### src/rtl/qsn_pkg.sv
// qsn_pkg: shared helpers for the pipelined QSN shift-network controller.
//   qsn_shift_w    - width of a shift value for circulant size Z
//   qsn_col_w      - column index width (never below 1)
//   qsn_mod_sub    - (s - p) mod Z for operands already in 0..Z-1
//   qsn_merge_mask - merge-stage row mask for an effective shift e
package qsn_pkg;

    // Widest merge mask the decoder can produce; supports Z up to QSN_MASK_W + 1.
    localparam int unsigned QSN_MASK_W = 64;

    function automatic int unsigned qsn_shift_w(input int unsigned z);
        return (z > 2) ? $clog2(z) : 1;
    endfunction

    function automatic int unsigned qsn_col_w(input int unsigned n);
        return (n > 1) ? $clog2(n) : 1;
    endfunction

    // Operands are below z, so s + (z - p) stays below 2z: one bit above a shift value.
    function automatic int unsigned qsn_mod_sub(input int unsigned s, input int unsigned p,
                                                input int unsigned z);
        return (s >= p) ? (s - p) : (s + (z - p));
    endfunction

    // Row i takes the left-shifted copy while i < Z - e; a zero shift needs no merge.
    function automatic logic [QSN_MASK_W-1:0] qsn_merge_mask(input int unsigned e,
                                                             input int unsigned z);
        logic [QSN_MASK_W-1:0] m;
        m = '0;
        for (int unsigned i = 0; i < QSN_MASK_W; i++) begin
            m[i] = (e != 0) && (e < z) && (i < z - e);
        end
        return m;
    endfunction

endpackage

### src/rtl/qsn_sel_decode.sv
// qsn_sel_decode: combinational effective-shift to QSN select decoder.
//   i_eff       - effective cyclic shift, 0..Z-1
//   o_left_sel  - left shifter amount (equals i_eff)
//   o_right_sel - right shifter amount (Z - i_eff, or 0 for a zero shift)
//   o_merge_sel - per-row merge mask, Z-1 bits
module qsn_sel_decode
    import qsn_pkg::*;
#(
    parameter int unsigned PERMUTATION_LENGTH = 3,
    parameter int unsigned SHIFT_W            = qsn_shift_w(PERMUTATION_LENGTH)
) (
    input  logic [SHIFT_W-1:0]            i_eff,
    output logic [SHIFT_W-1:0]            o_left_sel,
    output logic [SHIFT_W-1:0]            o_right_sel,
    output logic [PERMUTATION_LENGTH-2:0] o_merge_sel
);

    assign o_left_sel  = i_eff;
    assign o_right_sel = (i_eff == '0) ? '0 : SHIFT_W'(PERMUTATION_LENGTH - 32'(i_eff));
    assign o_merge_sel = (PERMUTATION_LENGTH-1)'(qsn_merge_mask(32'(i_eff), PERMUTATION_LENGTH));

endmodule

### src/rtl/qsn_ctrl_pipe.sv
// qsn_ctrl_pipe: two-stage pipelined QSN controller for any circulant size Z.
// Turns a valid/ready stream of per-column shift requests into registered left/right/merge
// selects, optionally as differential shifts against the column's previously stored shift.
//   sys_clk, rstn             - clock, asynchronous active-low reset
//   mem_clr                   - synchronous clear of all stored shifts (frame start)
//   in_valid/in_ready         - request handshake
//   shift_factor, col_idx     - absolute shift and column of the request
//   diff_mode                 - 1: differential shift, 0: absolute shift
//   out_valid/out_ready       - select handshake
//   left_sel, right_sel       - shifter amounts
//   merge_sel                 - per-row merge mask (Z-1 bits)
//   eff_shift                 - effective shift behind the selects (debug)
//   range_err                 - sticky: a shift_factor >= Z was accepted
// Optional build macro QSN_CTRL_STALL_CNT_EN adds stall_cnt, a saturating 16-bit count of
// cycles with out_valid && !out_ready, cleared by reset and by mem_clr.
module qsn_ctrl_pipe
    import qsn_pkg::*;
#(
    parameter int unsigned PERMUTATION_LENGTH = 3,
    parameter int unsigned SHIFT_W            = qsn_shift_w(PERMUTATION_LENGTH),
    parameter int unsigned COL_NUM            = 4,
    parameter int unsigned COL_W              = qsn_col_w(COL_NUM)
) (
    input  logic                          sys_clk,
    input  logic                          rstn,
    input  logic                          mem_clr,
    input  logic                          in_valid,
    output logic                          in_ready,
    input  logic [SHIFT_W-1:0]            shift_factor,
    input  logic [COL_W-1:0]              col_idx,
    input  logic                          diff_mode,
    output logic                          out_valid,
    input  logic                          out_ready,
    output logic [SHIFT_W-1:0]            left_sel,
    output logic [SHIFT_W-1:0]            right_sel,
    output logic [PERMUTATION_LENGTH-2:0] merge_sel,
    output logic [SHIFT_W-1:0]            eff_shift,
    output logic                          range_err
`ifdef QSN_CTRL_STALL_CNT_EN
    ,
    output logic [15:0]                   stall_cnt
`endif
);

    localparam int unsigned Z = PERMUTATION_LENGTH;

    logic               w_s2_en;
    logic               w_s1_en;
    logic               w_accept;
    logic               w_oob;
    logic               w_col_ok;
    logic [SHIFT_W-1:0] w_s;
    logic [SHIFT_W-1:0] w_p;
    logic [SHIFT_W-1:0] w_eff;
    logic [SHIFT_W-1:0] w_left;
    logic [SHIFT_W-1:0] w_right;
    logic [Z-2:0]       w_merge;

    logic [SHIFT_W-1:0] r_mem [COL_NUM];
    logic               r_s1_valid;
    logic [SHIFT_W-1:0] r_s1_eff;
    logic               r_out_valid;
    logic [SHIFT_W-1:0] r_left;
    logic [SHIFT_W-1:0] r_right;
    logic [Z-2:0]       r_merge;
    logic [SHIFT_W-1:0] r_eff;
    logic               r_range_err;

    // Handshake: each stage may load when the stage after it can take its contents.
    assign w_s2_en  = out_ready || !r_out_valid;
    assign w_s1_en  = w_s2_en || !r_s1_valid;
    assign in_ready = w_s1_en;
    assign w_accept = in_valid && w_s1_en;

    // Out-of-range shifts are replaced by 0, both for the datapath and the memory write.
    assign w_oob    = 32'(shift_factor) >= Z;
    assign w_s      = w_oob ? '0 : shift_factor;
    assign w_col_ok = 32'(col_idx) < COL_NUM;

    // A coincident mem_clr makes this request see a cleared column.
    always_comb begin
        w_p = '0;
        if (!mem_clr && w_col_ok) begin
            w_p = r_mem[col_idx];
        end
    end

    assign w_eff = diff_mode ? SHIFT_W'(qsn_mod_sub(32'(w_s), 32'(w_p), Z)) : w_s;

    // Shift memory: the accepted request's own write wins over a coincident clear.
    always_ff @(posedge sys_clk or negedge rstn) begin
        if (!rstn) begin
            for (int unsigned i = 0; i < COL_NUM; i++) begin
                r_mem[i] <= '0;
            end
        end else begin
            for (int unsigned i = 0; i < COL_NUM; i++) begin
                if (w_accept && (32'(col_idx) == i)) begin
                    r_mem[i] <= w_s;
                end else if (mem_clr) begin
                    r_mem[i] <= '0;
                end
            end
        end
    end

    always_ff @(posedge sys_clk or negedge rstn) begin
        if (!rstn) begin
            r_s1_valid <= 1'b0;
            r_s1_eff   <= '0;
        end else if (w_s1_en) begin
            r_s1_valid <= in_valid;
            if (in_valid) begin
                r_s1_eff <= w_eff;
            end
        end
    end

    qsn_sel_decode #(
        .PERMUTATION_LENGTH (Z),
        .SHIFT_W            (SHIFT_W)
    ) u_sel_decode (
        .i_eff       (r_s1_eff),
        .o_left_sel  (w_left),
        .o_right_sel (w_right),
        .o_merge_sel (w_merge)
    );

    // Output register; holds its data whenever the downstream stalls a valid beat.
    always_ff @(posedge sys_clk or negedge rstn) begin
        if (!rstn) begin
            r_out_valid <= 1'b0;
            r_left      <= '0;
            r_right     <= '0;
            r_merge     <= '0;
            r_eff       <= '0;
        end else if (w_s2_en) begin
            r_out_valid <= r_s1_valid;
            if (r_s1_valid) begin
                r_left  <= w_left;
                r_right <= w_right;
                r_merge <= w_merge;
                r_eff   <= r_s1_eff;
            end
        end
    end

    always_ff @(posedge sys_clk or negedge rstn) begin
        if (!rstn) begin
            r_range_err <= 1'b0;
        end else if (w_accept && w_oob) begin
            r_range_err <= 1'b1;
        end
    end

    assign out_valid = r_out_valid;
    assign left_sel  = r_left;
    assign right_sel = r_right;
    assign merge_sel = r_merge;
    assign eff_shift = r_eff;
    assign range_err = r_range_err;

`ifdef QSN_CTRL_STALL_CNT_EN
    logic [15:0] r_stall_cnt;

    always_ff @(posedge sys_clk or negedge rstn) begin
        if (!rstn) begin
            r_stall_cnt <= '0;
        end else if (mem_clr) begin
            r_stall_cnt <= '0;
        end else if (r_out_valid && !out_ready && (r_stall_cnt != 16'hFFFF)) begin
            r_stall_cnt <= r_stall_cnt + 16'd1;
        end
    end

    assign stall_cnt = r_stall_cnt;
`endif

endmodule

### config.mk
export PLATFORM = sky130hd
export DESIGN_NAME = qsn_ctrl_pipe
export DESIGN_NICKNAME = d
export VERILOG_FILES = /design/src/rtl/qsn_pkg.sv /design/src/rtl/qsn_sel_decode.sv /design/src/rtl/qsn_ctrl_pipe.sv
export SDC_FILE = /design/constraint.sdc
export NUM_CORES = 1
export LEC_CHECK = 0
export CORE_AREA = 2 2 61 63
export CTS_CLUSTER_DIAMETER = 50
export DETAILED_ROUTE_END_ITERATION = 8
export DIE_AREA = 0 0 63 65
export PLACE_DENSITY_LB_ADDON = 0.12
export RECOVER_POWER = 25
export SETUP_SLACK_MARGIN = 0.4
export SLEW_MARGIN = 20
export SYNTH_ARGS = -nofsm -noshare
export SYNTH_HDL_FRONTEND = slang
export SYNTH_HIERARCHICAL = 1
export SYNTH_SLANG_ARGS = --single-unit
### constraint.sdc
create_clock -name sys_clk -period 2.5 [get_ports sys_clk]
set_clock_uncertainty 0.1 [all_clocks]
set_input_delay 0.5 -clock sys_clk [delete_from_list [all_inputs] [get_ports sys_clk]]
set_output_delay 0.5 -clock sys_clk [all_outputs]
set_load 0.03 [all_outputs]
==> results.ini <==
[outcome]
status = finished clean

[power]
pwr-share-clk_pct = 18.5
p_comb_share_pct = 35.4
p_int_w = 0.000605
seq_power_share_pct = 46.1
netSwitchingPower_w = 0.000302
power_w = 0.000907
swShare_pct = 33.3
p_per_area_nw_per_um2 = 588
peakVddDrop_mv = 0.182
p_leak_nw = 0.718

[detailed_routing]
first_pass_iters = 3
routedWlPerCell_um = 12.2
routed_wl_um = 2150
via_per_inst = 4.60
ant_nets = 0
vias = 810
drc_errors = 0
first_iter_violations = 22

[yosys]
avgSynthCellArea_um2 = 11.7
ys_top_cells_by_count = dfrtp_1, nand2b_1, mux2i_1
ys_seq_area_share_pct = 45.8
synth_top_area_share_pct = 45.8
async_flop_share_pct = 100
ys_ff_latch = 21
synthFlopType = dfrtp_1
synth_most_common_cell = dfrtp_1
synth_top_area_cell = dfrtp_1
synth_area_leaders = dfrtp_1, mux2i_1, mux2_2
synthCells = 98
ys_warn_count = 6
synth_area_um2 = 1150
synth_edf_count = 0
synth_cell_types = 28
synthesis.nets = 114

[global_routing]
track_usage_pct = 12.1
met1_usage_pct = 14.0
grt_util_met2_pct = 22.6
grt_pass1_wl_um = 3860
busiest_layer = met2
grt_max_degree = 22
grt_overflow = 0
grt_pass1_vias = 872
use_met3_pct = 2.26
antenna_found_initial = 0

[final_layout]
layout-drive-gt1-share_pct = 29.7
fin_nets = 145
diodes = 0
layout.cells.non_filler = 176
area_delta_synth_final_pct = 34.2

[worst_setup_path]
path_cells = clkdlybuf4s15_2, buf_4, mux2i_2, a211oi_4, fa_2, nor2b_1, o21ai_1, o2111ai_1, a22o_1
slowest_delay_ns = 0.58
end_kind = flop
cpMaxStageDelayCell = fa_2
crit_fanout = 6
worstPathArrival_ns = 2.37
cp-start-kind = primary input
path_class = in2reg
crit_required_ns = 2.61

[timing]
drv_slew = 0
tightest_slew_ns = 1.14
rsz0062_at_grt = yes
timing.final.crit_share_pct = 90.7
period_minus_slack_ns = 2.27
max_freq_mhz = 441
relSlewSlack_pct = 23.7
tns_ns = 0
hold_violations = 0
finalSetupViolCount = 0

[clocking]
cts_tree = yes
cts_buffers = 3
clk_latency_ns = 0.31
htree_levels = 1
clock-sinks = 21
cts_root_buf = clkbuf_4
clk_pin_slew_ns = 0.12
clockBufferDepth = 2

[die]
core_region_area_um2 = 3500
row_count = 22
fp.dieArea_um2 = 4100
io-pin-count = 21
die_w_um = 63
die_h_um = 65
start_util_pct = 32.9

[placement]
gp_congestion = 0.761
dp_hpwl_um = 1700
dp_cells = 170
io_buffers = 20

[worst_hold_path]
hold_path.class = reg2reg

[job]
maxCapViolCount = 0

==> registers in the layout (all words and copies together) (netlist names) <==
register	cells
left_sel	2
r_mem	8
merge_sel	2
out_valid	1
range_err	1
r_s1_valid	1
right_sel	2
r_s1_eff	2
eff_shift	2
==> worst max-delay path: cells and delay by family <==
kind	cells	cell delay (ns)
multiplexers	1	0.28
adder cells (fa/ha/maj)	1	0.58
buffers and inverters	2	0.44
AO/OA/AOI/OAI	4	0.52
AND/OR/NAND/NOR	1	0.04
==> path summary, 6_finish.rpt <==
| kind | startpoint | endpoint | slack [ns] | cells after the start |
|---|---|---|---|---|
| hold / removal | range_err | range_err | 0.38 | 1 |
| hold reg to reg | range_err | range_err | 0.38 | 1 |
| setup reg to reg | r_mem[6] | r_s1_eff[1] | 0.28 | 10 |
| min in group asynchronous | rstn | right_sel[1] | 0.82 | 2 |
| setup / recovery | col_idx[1] | r_s1_eff[1] | 0.23 | 9 |
| max in group asynchronous | rstn | r_mem[6] | 0.80 | 2 |
==> metal layers <==
layer  share of wire (%)  vias to the layer above
li1                    -                      395
met1                  43                      396
met2                  52                       15
met3                 2.9                        4
met4                 1.3                        0
met5                   0                        -
==> cell type report <==
cell class              instances  area, µm²
clock buffers                   3       22.5
inverters                       7       26.3
well taps                      48       60.1
repair buffers                 31        280
fillers                       358       1950
clock inverters                 1       5.00
multi-input cells              65        622
flip-flops and latches         21        526
==> power by group through the flow <==
stage          registers (W)  clock network, W  logic [W]
6_report            0.000418          0.000168   0.000321
5_1_grt             0.000428          0.000194   0.000346
3_3_place_gp        0.000424                 0   0.000316
3_5_place_dp        0.000426                 0   0.000319
2_1_floorplan       0.000500                 0   0.000119
4_1_cts             0.000419          0.000178   0.000323
==> cells by family after synthesis <==
kind of cell	share of synthesized area [%]
mux	16.6
flops	45.8
buf+inv	5.23
simple gates	18.3
compound gates	6.97
fa+ha+maj	7.19
==> stage by stage <==
step	setup WS [ns]	instance area (µm²)	hold slack (ns)	util, %
final	0.233	1540	0.385	44.1
after global routing	0.0888	1540	0.413	44.1
after CTS	0.264	1520	0.388	43.4
after detailed placement	-0.415	1460	0.357	41.7
after global placement	-0.330	1460	0.351	41.7
after floorplan	0.211	1170	0.104	-
==> what timing repair did <==
item | CTS | global route
pin swaps | 2 | 4
hold endpoints to repair | 0 | 0
gates resized for setup | 10 | 8
hold buffers | 0 | 0
cloned | 0 | 0
endpoints found under the setup margin | 3 | 4
setup buffers | 1 | 1
==> layout by cell type, fill, tap and decap left out, types with 2 or more instances in the layout <==
| cell | instances |
|---|---|
| a211oi_2 | 2 |
| clkbuf_4 | 3 |
| nor2b_1 | 2 |
| buf_4 | 9 |
| nor2_1 | 2 |
| clkdlybuf4s50_1 | 15 |
| dfrtp_1 | 21 |
| nand2b_1 | 11 |
| inv_1 | 7 |
| o21ai_1 | 3 |
| mux2i_1 | 9 |
| ha_1 | 3 |
| mux2_2 | 8 |
| nand3b_1 | 4 |
Note: power is estimated with default switching activity, not from simulation.
